$ cat src/rtl/parking_pay_gate_ctrl_pkg.sv
// Shared definitions for the parking exit controller: state encoding, bill code width
// and saturating money helpers (operate at 32 bits, callers truncate to their width).
package parking_pkg;

    localparam int BILL_CODE_W = 2;

    typedef logic [2:0] state_t;

    localparam logic [2:0] ST_IDLE      = 3'd0;
    localparam logic [2:0] ST_WAIT_BILL = 3'd1;
    localparam logic [2:0] ST_INTAKE    = 3'd2;
    localparam logic [2:0] ST_CHANGE    = 3'd3;
    localparam logic [2:0] ST_STAMP     = 3'd4;
    localparam logic [2:0] ST_GATE      = 3'd5;
    localparam logic [2:0] ST_PASSING   = 3'd6;

    function automatic logic [31:0] sat_add(input logic [31:0] a, input logic [31:0] b,
                                            input logic [31:0] max);
        logic [32:0] sum;
        sum = {1'b0, a} + {1'b0, b};
        return (sum > {1'b0, max}) ? max : sum[31:0];
    endfunction

    function automatic logic [31:0] sat_sub(input logic [31:0] a, input logic [31:0] b);
        return (b > a) ? 32'd0 : (a - b);
    endfunction

endpackage

$ cat src/rtl/parking_pay_gate_ctrl_cycle_timer.sv
// Up-counter shared by the intake motor and barrier windows: load clears it, done_o is
// high during the limit_i-th enabled cycle after a load.
module cycle_timer #(
    parameter int CNT_W = 4
) (
    input  logic             clk,
    input  logic             rst_ni,
    input  logic             load_i,
    input  logic             en_i,
    input  logic [CNT_W-1:0] limit_i,
    output logic             done_o
);

    logic [CNT_W-1:0] cnt_q, cnt_d;

    assign done_o = (({1'b0, cnt_q} + (CNT_W+1)'(1)) == {1'b0, limit_i});

    always_comb begin
        cnt_d = cnt_q;
        if (load_i) begin
            cnt_d = '0;
        end else if (en_i && !done_o) begin
            cnt_d = cnt_q + CNT_W'(1);
        end
    end

    always_ff @(posedge clk or negedge rst_ni) begin
        if (!rst_ni) begin
            cnt_q <= '0;
        end else begin
            cnt_q <= cnt_d;
        end
    end

endmodule

$ cat src/rtl/parking_pay_gate_ctrl.sv
// Parking exit controller: fee from hours, timed bill intake, change/refund, ticket stamp
// and a sensor-held exit barrier. Every output is a register that tracks the state entered.
module parking_pay_gate_ctrl
    import parking_pkg::*;
#(
    parameter int HOURS_W    = 2,
    parameter int MONEY_W    = 6,
    parameter int RATE       = 2,
    parameter int BILL_V0    = 1,
    parameter int BILL_V1    = 2,
    parameter int BILL_V2    = 5,
    parameter int BILL_V3    = 10,
    parameter int INTAKE_CYC = 6,
    parameter int GATE_CYC   = 14
) (
    input  logic                   clk,
    input  logic                   reset,
    input  logic                   ticket,
    input  logic [HOURS_W-1:0]     hours,
    input  logic                   bill_valid,
    input  logic [BILL_CODE_W-1:0] bill_code,
    input  logic                   cancel,
    input  logic                   sensor,
    output logic                   bill_ack,
    output logic                   motor,
    output logic [MONEY_W-1:0]     balance,
    output logic [MONEY_W-1:0]     change,
    output logic                   change_valid,
    output logic                   stamp,
    output logic                   gate_open
);

    localparam int FEE_W = MONEY_W + HOURS_W;
    localparam int MAX_CYC = (INTAKE_CYC > GATE_CYC) ? INTAKE_CYC : GATE_CYC;
    localparam int TMR_W = $clog2(MAX_CYC + 1);
    localparam logic [MONEY_W-1:0] MONEY_MAX = '1;

    function automatic logic [MONEY_W-1:0] bill_value(input logic [BILL_CODE_W-1:0] code);
        case (code)
            2'd0:    return MONEY_W'(BILL_V0);
            2'd1:    return MONEY_W'(BILL_V1);
            2'd2:    return MONEY_W'(BILL_V2);
            default: return MONEY_W'(BILL_V3);
        endcase
    endfunction

    state_t             state_q, state_d;
    logic [MONEY_W-1:0] balance_q, balance_d;
    logic [MONEY_W-1:0] paid_q, paid_d;
    logic [MONEY_W-1:0] change_q, change_d;
    logic [MONEY_W-1:0] value_q, value_d;
    logic               bill_ack_q, bill_ack_d;
    logic               motor_q, motor_d;
    logic               cv_q, cv_d;
    logic               stamp_q, stamp_d;
    logic               gate_q, gate_d;

    logic [FEE_W-1:0]   fee_full;
    logic [MONEY_W-1:0] fee;
    logic               tmr_load, tmr_en, tmr_done;
    logic [TMR_W-1:0]   tmr_limit;

    assign fee_full = FEE_W'(hours) * FEE_W'(RATE);
    assign fee      = (fee_full > FEE_W'(MONEY_MAX)) ? MONEY_MAX : fee_full[MONEY_W-1:0];

    assign tmr_en    = (state_q == ST_INTAKE) || (state_q == ST_GATE);
    assign tmr_limit = (state_q == ST_GATE) ? TMR_W'(GATE_CYC) : TMR_W'(INTAKE_CYC);

    cycle_timer #(
        .CNT_W (TMR_W)
    ) u_timer (
        .clk     (clk),
        .rst_ni  (reset),
        .load_i  (tmr_load),
        .en_i    (tmr_en),
        .limit_i (tmr_limit),
        .done_o  (tmr_done)
    );

    always_comb begin
        state_d    = state_q;
        balance_d  = balance_q;
        paid_d     = paid_q;
        change_d   = change_q;
        value_d    = value_q;
        bill_ack_d = 1'b0;
        motor_d    = 1'b0;
        cv_d       = 1'b0;
        stamp_d    = 1'b0;
        gate_d     = 1'b0;
        tmr_load   = 1'b0;
        case (state_q)
            ST_IDLE: begin
                if (ticket) begin
                    balance_d = fee;
                    paid_d    = '0;
                    if (fee == '0) begin
                        state_d = ST_STAMP;
                        stamp_d = 1'b1;
                    end else begin
                        state_d = ST_WAIT_BILL;
                    end
                end
            end
            ST_WAIT_BILL: begin
                // Cancel wins over a bill presented in the same cycle.
                if (cancel) begin
                    state_d = ST_IDLE;
                    if (paid_q != '0) begin
                        change_d = paid_q;
                        cv_d     = 1'b1;
                    end
                end else if (bill_valid) begin
                    bill_ack_d = 1'b1;
                    value_d    = bill_value(bill_code);
                    motor_d    = 1'b1;
                    tmr_load   = 1'b1;
                    state_d    = ST_INTAKE;
                end
            end
            ST_INTAKE: begin
                if (tmr_done) begin
                    paid_d = MONEY_W'(sat_add(32'(paid_q), 32'(value_q), 32'(MONEY_MAX)));
                    if (value_q >= balance_q) begin
                        change_d  = MONEY_W'(sat_sub(32'(value_q), 32'(balance_q)));
                        balance_d = '0;
                        cv_d      = 1'b1;
                        state_d   = ST_CHANGE;
                    end else begin
                        balance_d = MONEY_W'(sat_sub(32'(balance_q), 32'(value_q)));
                        state_d   = ST_WAIT_BILL;
                    end
                end else begin
                    motor_d = 1'b1;
                end
            end
            ST_CHANGE: begin
                stamp_d = 1'b1;
                state_d = ST_STAMP;
            end
            ST_STAMP: begin
                gate_d   = 1'b1;
                tmr_load = 1'b1;
                state_d  = ST_GATE;
            end
            ST_GATE: begin
                if (sensor) begin
                    gate_d  = 1'b1;
                    state_d = ST_PASSING;
                end else if (tmr_done) begin
                    state_d = ST_IDLE;
                end else begin
                    gate_d = 1'b1;
                end
            end
            ST_PASSING: begin
                if (sensor) begin
                    gate_d = 1'b1;
                end else begin
                    state_d = ST_IDLE;
                end
            end
            default: state_d = ST_IDLE;
        endcase
    end

    always_ff @(posedge clk or negedge reset) begin
        if (!reset) begin
            state_q    <= ST_IDLE;
            balance_q  <= '0;
            paid_q     <= '0;
            change_q   <= '0;
            value_q    <= '0;
            bill_ack_q <= 1'b0;
            motor_q    <= 1'b0;
            cv_q       <= 1'b0;
            stamp_q    <= 1'b0;
            gate_q     <= 1'b0;
        end else begin
            state_q    <= state_d;
            balance_q  <= balance_d;
            paid_q     <= paid_d;
            change_q   <= change_d;
            value_q    <= value_d;
            bill_ack_q <= bill_ack_d;
            motor_q    <= motor_d;
            cv_q       <= cv_d;
            stamp_q    <= stamp_d;
            gate_q     <= gate_d;
        end
    end

    assign bill_ack     = bill_ack_q;
    assign motor        = motor_q;
    assign balance      = balance_q;
    assign change       = change_q;
    assign change_valid = cv_q;
    assign stamp        = stamp_q;
    assign gate_open    = gate_q;

endmodule

$ cat config.mk
export PLATFORM = sky130hd
export DESIGN_NAME = parking_pay_gate_ctrl
export DESIGN_NICKNAME = d
export VERILOG_FILES = /design/src/rtl/parking_pay_gate_ctrl_pkg.sv /design/src/rtl/parking_pay_gate_ctrl_cycle_timer.sv /design/src/rtl/parking_pay_gate_ctrl.sv
export SDC_FILE = /design/constraint.sdc
export NUM_CORES = 1
export LEC_CHECK = 0
export BUFFER_PORTS_ARGS = -buffer_cell sky130_fd_sc_hd__buf_2
export CORE_MARGIN = 4
export CORE_UTILIZATION = 36
export CTS_BUF_LIST = sky130_fd_sc_hd__clkbuf_8
export CTS_CLUSTER_SIZE = 12
export DETAILED_ROUTE_END_ITERATION = 7
export SYNTH_ARGS = -nofsm -noshare
export SYNTH_HDL_FRONTEND = slang
export SYNTH_SLANG_ARGS = --single-unit
$ cat constraint.sdc
create_clock -name clk -period 2.64 [get_ports clk]
set_clock_uncertainty 0.15 [all_clocks]
set_input_delay 0.528 -clock clk [delete_from_list [all_inputs] [get_ports clk]]
set_output_delay 0.528 -clock clk [all_outputs]
set_load 0.05 [all_outputs]
==> flow_metrics.env, run 1 <==
export IMPL_synth_enable_flop_cells=0
export IMPL_setup_viol=0
export IMPL_fmax_mhz=409
export IMPL_io_pins=27
export IMPL_cts_buffer_depth=2
export IMPL_tritoncts="built"
export IMPL_final_common_cell="dfrtp_1"
export IMPL_antenna_found_initial=0
export IMPL_finalNonFillerCells=362
export IMPL_syn_instance_count=253
export IMPL_vias=1876
export IMPL_vias_per_cell=5.18
export IMPL_crit_fanout=7
export IMPL_wl_um=5310
export IMPL_grt_overflow_total=0
export IMPL_cellPowerDensity_nw_per_um2=1250
export IMPL_holdCritPathClass="primary input to asynchronous set/reset pin"
export IMPL_syn_area_um2=2350
export IMPL_clk_pin_slew_ns=0.07
export IMPL_crit_required_ns=2.66
export IMPL_status="finished clean"
export IMPL_drive_above_1_share=0.204
export IMPL_synth_cell_type_count=55
export IMPL_route_detailed_drc=0
export IMPL_worstReg2RegEnd="change[1]"
export IMPL_diodes=0
export IMPL_die_area_um2=7870
export IMPL_place_congestion=0.856
export IMPL_grt_max_degree=35
export IMPL_synth_top_area_cell="dfrtp_1"
export IMPL_synth_seq_area_share=0.363
export IMPL_core_area_um2=6350
export IMPL_cts_buffers=5
export IMPL_critPathKind="flop to flop"
export IMPL_wl_per_cell_um=14.7
export IMPL_r2r_cells=9
export IMPL_synth_async_reset_ratio=1.00
export IMPL_die_y_um=88.7
export IMPL_yosys_warnings=0
export IMPL_leakagePower_nw=1.32
export IMPL_synthDominantCellAreaShare=0.363
export IMPL_clk_latency_ns=0.29
export IMPL_dp_hpwl_um=4130
export IMPL_fin_crit_sh=0.927
export IMPL_port_buffers=26
export IMPL_arrival_ns=2.47
export IMPL_synth_area_leaders="dfrtp_1 (36%), ha_1 (7.5%), o21ai_0 (4.9%), mux2_4 (3.8%), a21o_1 (3.2%)"
export IMPL_worstSetupEndpointType="flop"
export IMPL_synth_seq_cells=34
export IMPL_cap_violations=0
export IMPL_nNetsFinal=311
export IMPL_rows=29
export IMPL_start_util=0.369
export IMPL_ant_nets=0
export IMPL_min_period_ns=2.45
export IMPL_setup_tns_ns=0
export IMPL_drtIter0Drc=58
export IMPL_worst_pin_slew_ns=0.746
export IMPL_drv_slew=0
export IMPL_dr_pass1_iters=4
export IMPL_post_cts_buffers=0
export IMPL_rsz0062_at_grt="no"
export IMPL_grt_pass1_vias=1742
export IMPL_ir_worst_vdd_v=0.000458
export IMPL_syn_area_per_cell_um2=9.27
export IMPL_synth_ff_type="dfrtp_1"
export IMPL_rrSetupSlack_ns=0.19
export IMPL_start_kind="flop"
export IMPL_ctsResizeCount=0
export IMPL_r2r_start="value_q[0]"
export IMPL_mostFrequentLayoutCells="dfrtp_1 (33), buf_2 (26), o21ai_0 (23), inv_1 (21), nand2_1 (18)"
export IMPL_synth_nets=280
export IMPL_slew_headroom=0.503
export IMPL_grt_pass1_wl_um=8710
export IMPL_placedCellCount=354
export IMPL_die_w_um=88.7
export IMPL_track_usage=0.143
export IMPL_hold_violations=0
export IMPL_area_delta_synth_final_pct=14.2
export IMPL_h_tree_depth=2
export IMPL_cts_sinks=34
export IMPL_cts_root_buffer_cell="clkbuf_8"
export IMPL_cts_hold_buf=0
worst max-delay path by stage:
stage,from,endpoint,slack [ns],cells past startpoint
after global placement,value_q[0],change[1],0.22,9
after detailed placement,value_q[0],change[2],0.19,9
after global routing,value_q[0],change[0],0.03,9
final,value_q[0],change[1],0.19,9
after CTS,value_q[0],change[2],0.17,9
after floorplan,balance[2],change[0],0.04,9
Yosys cell counts (2+ instances only):
library cell / number
dfrtp_1: 34
o21ai_0: 23
inv_1: 20
nand2_1: 18
a21oi_1: 14
ha_1: 14
a21o_1: 10
nor2_1: 10
nand2b_1: 7
nand3_1: 7
nor2b_1: 7
mux2_4: 6
nor3_1: 6
o31ai_1: 6
a31oi_1: 5
buf_2: 4
clkbuf_1: 4
a211oi_1: 3
and3_1: 3
fa_1: 3
o22ai_1: 3
xnor2_1: 3
xor2_1: 3
a221oi_1: 2
a22o_1: 2
and4_1: 2
nand3b_1: 2
nor4_1: 2
o21a_1: 2
o32ai_1: 2
or4_1: 2
state kept, by name, indices dropped and copies added (netlist names):
name / flops
stamp: 1
change_valid: 1
gate_open: 1
u_timer.cnt_q: 4
motor: 1
balance: 6
bill_ack: 1
value_q: 4
state_q: 3
paid_q: 6
change: 6
worst max-delay path: stages (launching register included):
cell and delay (ns):
dfrtp_1 0.40, inv_1 0.06, ha_1 0.21, fa_1 0.40
nor2b_2 0.14, o21ai_0 0.11, a21boi_1 0.18, nand2_1 0.07
o22a_2 0.31, mux2_4 0.32
logic make-up (layout without fill, tap and decap cells):
| kind of cell | after synthesis | count (layout) | share of synthesized area |
|---|---|---|---|
| AOI/OAI and AO/OA | 83 | 83 | 0.234 |
| xor gates and xnor gates | 7 | 7 | 0.0320 |
| adders and majority gates | 17 | 17 | 0.100 |
| buffers and inverters | 31 | 63 | 0.0555 |
| DFF | 34 | 34 | 0.363 |
| muxes | 7 | 7 | 0.0427 |
| and+or+nand+nor | 74 | 74 | 0.173 |
report_power, final:
part	switching [W]	internal [W]	total (W)
logic	0.00122	0.000823	0.00204
clock network	0.000187	0.000206	0.000393
registers	0.000201	0.000709	0.000910
layout make-up:
type	instances	area, um^2
clock buffer	6	82.6
clock inverter	2	8.76
fill	644	3670
inverter	20	75.1
multi-input combinational	188	1370
sequential	34	852
tap	77	96.3
timing repair buffer	35	198
stage by stage:
step	power, W	utilization	hold WS (ns)	area (um^2)	setup WS, ns
after floorplan	0.00243	-	0.0824	2350	0.0433
after global placement	0.00294	0.407	0.346	2590	0.224
after detailed placement	0.00296	0.407	0.348	2590	0.190
after CTS	0.00336	0.422	0.183	2680	0.167
after global routing	0.00365	0.422	0.221	2680	0.0284
final	0.00335	0.422	0.150	2680	0.192
routing by layer:
layer | part of all wire | up-vias | global-route usage | routed length (um)
met5 | 0 | - | 0 | 0
met4 | 0.016 | 0 | 0.0385 | 87
met3 | 0.050 | 8 | 0.0400 | 267
met2 | 0.42 | 29 | 0.207 | 2230
met1 | 0.51 | 867 | 0.208 | 2720
li1 | - | 972 | - | -
Note: power is estimated with default switching activity, not from simulation.
==> inputs of run 2 (changes only) <==
ABC_AREA = 1   (was not set)
==> run 2 against run 1 <==
Fmax increased by 6.6%. Clock power about the same. Cell count increased by 16%. Via count increased by 11%. Design area decreased by 2.5%. Hold slack improved by 0.018 ns. Non-clock buffer count decreased by 7. Critical path type unchanged. Largest power group unchanged.
==> flow_metrics.env, run 2 <==
export IMPL_status="finished clean"
export IMPL_critPathKind="flop to flop"
export IMPL_core_area_um2=6100
export IMPL_port_buffers=26
export IMPL_ant_nets=0
export IMPL_place_congestion=0.907
export IMPL_clk_pin_slew_ns=0.07
export IMPL_synth_top_family_by_area="simple AND/OR/NAND/NOR gates"
export IMPL_cts_sinks=34
export IMPL_syn_instance_count=313
export IMPL_clk_latency_ns=0.28
export IMPL_diodes=0
export IMPL_drv_slew=0
export IMPL_route_detailed_drc=0
export IMPL_vias=2089
export IMPL_muxShareOfSynthArea=0
export IMPL_critPathSlowestCell="dfrtp_1"
export IMPL_synth_seq_cells=34
export IMPL_die_w_um=88.2
export IMPL_hold_violations=0
export IMPL_path_buf_inv=2
export IMPL_finalNonFillerCells=420
export IMPL_cap_violations=0
export IMPL_mostFrequentLayoutCells="nand2_1 (85), inv_1 (42), dfrtp_1 (34), nand3_1 (31), buf_2 (26)"
export IMPL_synth_top_area_cell="dfrtp_1"
export IMPL_synth_commonest_cells="nand2_1 (85), inv_1 (41), dfrtp_1 (34)"
export IMPL_antenna_found_initial=0
export IMPL_h_tree_depth=2
export IMPL_die_area_um2=7780
export IMPL_grt_max_degree=35
export IMPL_tritoncts="built"
export IMPL_drtIter0Drc=119
export IMPL_wl_per_cell_um=13.0
export IMPL_leakagePower_nw=1.39
export IMPL_synth_enable_flop_cells=0
export IMPL_worstSetupEndpointType="flop"
export IMPL_cts_hold_buf=0
export IMPL_dp_hpwl_um=4290
export IMPL_cp_cell_sequence="inv_1 > ha_1 > fa_1 > inv_1 > nand2_2 > nand2_2 > nand2_2 > nand2_2 > nand2_2 > or2_1 > nand2_8 > nand2_1 > nand2_1"
export IMPL_start_kind="flop"
export IMPL_nNetsFinal=371
export IMPL_crit_fanout=7
export IMPL_start_util=0.380
export IMPL_setup_viol=0
export IMPL_post_cts_buffers=0
export IMPL_slew_headroom=0.479
export IMPL_wl_um=5450
export IMPL_synthAdderAreaFrac=0.102
export IMPL_synth_ff_type="dfrtp_1"
export IMPL_rows=28
export IMPL_grt_pass1_vias=2034
export IMPL_syn_area_um2=2310
export IMPL_crit_top_cell="nand2_2"
export IMPL_fin_crit_sh=0.870
export IMPL_synth_seq_area_share=0.368
export IMPL_io_pins=27
export IMPL_final_common_cell="nand2_1"
export IMPL_fmax_mhz=435
export IMPL_ctsResizeCount=0
export IMPL_track_usage=0.156
export IMPL_setup_tns_ns=0
export IMPL_synth_xor_area_frac=0.0114
export IMPL_area_delta_synth_final_pct=12.9
export IMPL_synth_area_leaders="dfrtp_1 (37%), nand2_1 (14%), ha_1 (7.6%), nand3_1 (6.7%), inv_1 (6.6%)"
export IMPL_synth_nets=340
export IMPL_grt_overflow_total=0
export IMPL_die_y_um=88.2
export IMPL_arrival_ns=2.37
export IMPL_synth_compound_area_frac=0.104
export IMPL_crit_path_max_incr_delay_ns=0.41
export IMPL_placedCellCount=412
export IMPL_synthSimpleGateAreaFrac=0.331
export IMPL_cts_buffer_depth=2
export IMPL_vias_per_cell=4.97
export IMPL_holdCritPathClass="primary input to asynchronous set/reset pin"
export IMPL_grt_pass1_wl_um=9470
export IMPL_num_fill_cells=629
export IMPL_yosys_warnings=0
export IMPL_min_period_ns=2.30
export IMPL_cpLargestDelayFamily="simple AND/OR/NAND/NOR gates"
export IMPL_dr_pass1_iters=4
export IMPL_synth_most_common_cell="nand2_1"
export IMPL_rsz0062_at_grt="no"
export IMPL_synth_async_reset_ratio=1.00
export IMPL_crit_required_ns=2.71
export IMPL_ir_worst_vdd_v=0.000498
export IMPL_syn_area_per_cell_um2=7.40
export IMPL_synth_cell_type_count=32
export IMPL_synthDominantCellAreaShare=0.368
export IMPL_worst_pin_slew_ns=0.781
export IMPL_cts_buffers=5
export IMPL_drive_above_1_share=0.162
export IMPL_cts_root_buffer_cell="clkbuf_8"
export IMPL_cellPowerDensity_nw_per_um2=1330
[run 2: layout make-up]
cell class	count	area [um^2]	area share
Multi-Input combinational cell	231	1270	0.485
Sequential cell	34	851	0.326
Inverter	44	165	0.0632
Timing Repair Buffer	28	145	0.0555
Tap cell	75	93.8	0.0359
Clock buffer	6	82.6	0.0316
Clock inverter	2	8.76	0.00335
[run 2: metrics by stage]
stage	hold slack (ns)	cell area [um^2]	power, W	setup WS (ns)	utilization
CTS	0.182	2610	0.00351	0.328	0.429
finish	0.168	2610	0.00349	0.343	0.429
detailed placement	0.346	2520	0.00310	0.346	0.414
global placement	0.354	2520	0.00309	0.422	0.414
global route	0.221	2610	0.00385	0.183	0.429
floorplan	0.0824	2310	0.00259	0.276	-
[run 2: worst register-to-register path, delay by kind of cell, from the launching register on]
kind	cells	cell delay, ns
AND/OR/NAND/NOR	9	0.92
adder cells (fa/ha/maj)	2	0.60
flip-flops	1	0.41
buffers and inverters	2	0.16
[run 2: final timing paths]
check,start,endpoint,slack (ns),depth (start not counted)
min in group clk,change[1],change[1],0.36,2
max reg2reg,value_q[0],change[4],0.34,13
min,reset,balance[1],0.17,1
min reg2reg,change[1],change[1],0.36,2
max,value_q[0],change[4],0.34,13
max in group asynchronous,reset,change[4],1.67,1
[run 2: per-layer routing]
metal / up-vias / part of all wire / GRT usage
met5: - / 0 / 0
met1: 959 / 0.49 / 0.208
li1: 1078 / - / -
met4: 0 / 0.013 / 0.0536
met3: 8 / 0.031 / 0.0320
met2: 44 / 0.47 / 0.254
[run 2: power breakdown]
group | leakage [nW] | internal (W) | switching [W]
Sequential | 0.452 | 0.000709 | 0.000199
Clock | 0.0524 | 0.000207 | 0.000189
Combinational | 0.881 | 0.000713 | 0.00147
Total | 1.39 | 0.00163 | 0.00186
[run 2: kinds of logic after synthesis]
kind of cell	after synthesis
buffers and inverters	48
AO/OA/AOI/OAI	45
flip-flops	34
adder cells (fa/ha/maj)	17
AND/OR/NAND/NOR	166
XOR/XNOR	3
==> inputs of run 3 (changes only) <==
CORE_UTILIZATION = 60   (was 36)
PLACE_DENSITY = 0.82   (was not set)
==> run 3 against run 2 <==
Critical path depth down 1. Flip-flop and latch count unchanged. Sequential power down 0.8%. Combinational power about the same.
==> flow_metrics.env, run 3 (synthesis gave the netlist of run 2 again) <==
export IMPL_die_area_um2=4920
export IMPL_io_pins=27
export IMPL_start_util=0.628
export IMPL_drtIter0Drc=197
export IMPL_holdCritPathClass="primary input to asynchronous set/reset pin"
export IMPL_rsz0062_at_grt="no"
export IMPL_worstReg2RegEnd="change[5]"
export IMPL_p_clk_frac=0.115
export IMPL_grt_pass1_wl_um=9030
export IMPL_route_detailed_drc=0
export IMPL_core_area_um2=3690
export IMPL_crit_end="change[5]"
export IMPL_ant_nets=0
export IMPL_cts_hold_buf=0
export IMPL_nNetsFinal=370
export IMPL_clk_latency_ns=0.29
export IMPL_h_tree_depth=2
export IMPL_p_int_w=0.00163
export IMPL_wl_um=5290
export IMPL_worstSetupEndpointType="flop"
export IMPL_diodes=0
export IMPL_place_congestion=0.879
export IMPL_drive_above_1_share=0.160
export IMPL_rrSetupSlack_ns=0.32
export IMPL_start_kind="flop"
export IMPL_r2r_cells=12
export IMPL_antenna_found_initial=0
export IMPL_post_cts_buffers=0
export IMPL_die_w_um=70.1
export IMPL_hold_violations=0
export IMPL_cap_violations=0
export IMPL_crit_required_ns=2.72
export IMPL_critPathSlowestCell="dfrtp_1"
export IMPL_timing_final_ws_setup_ns=0.317
export IMPL_power_share_sequential=0.257
export IMPL_area_delta_synth_final_pct=11.1
export IMPL_track_usage=0.230
export IMPL_mostFrequentLayoutCells="nand2_1 (85), inv_1 (42), dfrtp_1 (34), nand3_1 (31), buf_2 (26)"
export IMPL_num_fill_cells=341
export IMPL_setup_tns_ns=0
export IMPL_wl_per_cell_um=13.5
export IMPL_vias_per_cell=5.43
export IMPL_arrival_ns=2.40
export IMPL_fin_crit_sh=0.880
export IMPL_cts_root_buffer_cell="clkbuf_8"
export IMPL_grt_pass1_vias=1989
export IMPL_dp_slack_ns=0.355
export IMPL_crit_top_cell="nand2_2"
export IMPL_clk_pin_slew_ns=0.07
export IMPL_min_period_ns=2.32
export IMPL_drv_slew=0
export IMPL_crit_fanout=7
export IMPL_status="finished clean"
export IMPL_die_y_um=70.1
export IMPL_port_buffers=26
export IMPL_dr_pass1_iters=4
export IMPL_cts_sinks=34
export IMPL_r2r_start="balance[0]"
export IMPL_tritoncts="built"
export IMPL_cts_buffer_depth=2
export IMPL_fmax_mhz=430
export IMPL_combPwrFrac=0.628
export IMPL_worst_pin_slew_ns=0.770
export IMPL_critPathKind="flop to flop"
export IMPL_leakagePower_nw=1.38
export IMPL_p_switching_w=0.00188
export IMPL_ctsResizeCount=0
export IMPL_cts_buffers=5
export IMPL_rows=22
export IMPL_crit_path_max_incr_delay_ns=0.42
export IMPL_p_sw_frac=0.535
export IMPL_cp_cell_sequence="ha_1 > fa_1 > inv_1 > nand2_2 > nand2_2 > nand2_2 > nand2_2 > nand2_2 > or2_1 > nand2_8 > nand2_1 > nand2_1"
export IMPL_cellPowerDensity_nw_per_um2=1360
export IMPL_critPathLaunch="balance[0]"
export IMPL_setup_viol=0
export IMPL_vias=2128
export IMPL_grt_overflow_total=0
export IMPL_ir_worst_vdd_v=0.000794
export IMPL_slew_headroom=0.487
export IMPL_grt_max_degree=35
export IMPL_dp_hpwl_um=4150
export IMPL_final_common_cell="nand2_1"
run 3: cell type report:
type | instances | area (um^2) | area share
multi-input cells | 231 | 1270 | 0.493
flip-flops and latches | 34 | 851 | 0.331
clock inverters | 2 | 8.76 | 0.00340
well taps | 48 | 60.1 | 0.0233
inverters | 44 | 165 | 0.0642
repair buffers | 27 | 138 | 0.0535
clock buffers | 6 | 82.6 | 0.0321
run 3: worst min path at each step:
| stage | cells past startpoint | slack [ns] | start | to |
|---|---|---|---|---|
| 2_1_floorplan | 0 | 0.08 | reset | balance[0] |
| 3_3_place_gp | 2 | 0.35 | change[4] | change[4] |
| 3_5_place_dp | 2 | 0.35 | change[4] | change[4] |
| 4_1_cts | 1 | 0.18 | reset | paid_q[3] |
| 5_1_grt | 1 | 0.21 | reset | paid_q[3] |
| 6_report | 1 | 0.15 | reset | paid_q[3] |
run 3: routing by layer:
metal / vias to the layer above / track usage / wire length, um
met5: - / 0 / 0
met4: 0 / 0.0894 / 91
met3: 9 / 0.0475 / 306
met2: 72 / 0.355 / 2500
met1: 977 / 0.316 / 2400
li1: 1070 / - / -
run 3: power by group through the flow:
| stage | clock network (W) | logic, W | registers (W) |
|---|---|---|---|
| 3_5_place_dp | 0 | 0.00218 | 0.000907 |
| 2_1_floorplan | 0 | 0.00143 | 0.00116 |
| 5_1_grt | 0.000434 | 0.00246 | 0.000931 |
| 4_1_cts | 0.000412 | 0.00219 | 0.000898 |
| 3_3_place_gp | 0 | 0.00213 | 0.000899 |
| 6_report | 0.000404 | 0.00220 | 0.000901 |
run 3: worst max-delay path, delay by kind of cell, from the launching register on:
family	cells	cell delay [ns]
adders and majority gates	2	0.64
buffers and inverters	1	0.09
DFF	1	0.42
and+or+nand+nor	9	0.97
run 3: metrics by stage:
step | hold slack (ns) | std cells | area, um^2 | util | total power, W
floorplan | 0.0824 | 313 | 2310 | - | 0.00259
global placement | 0.347 | 384 | 2480 | 0.673 | 0.00303
detailed placement | 0.349 | 384 | 2480 | 0.673 | 0.00308
CTS | 0.181 | 392 | 2570 | 0.697 | 0.00350
global route | 0.210 | 392 | 2570 | 0.697 | 0.00383
finish | 0.153 | 392 | 2570 | 0.697 | 0.00351
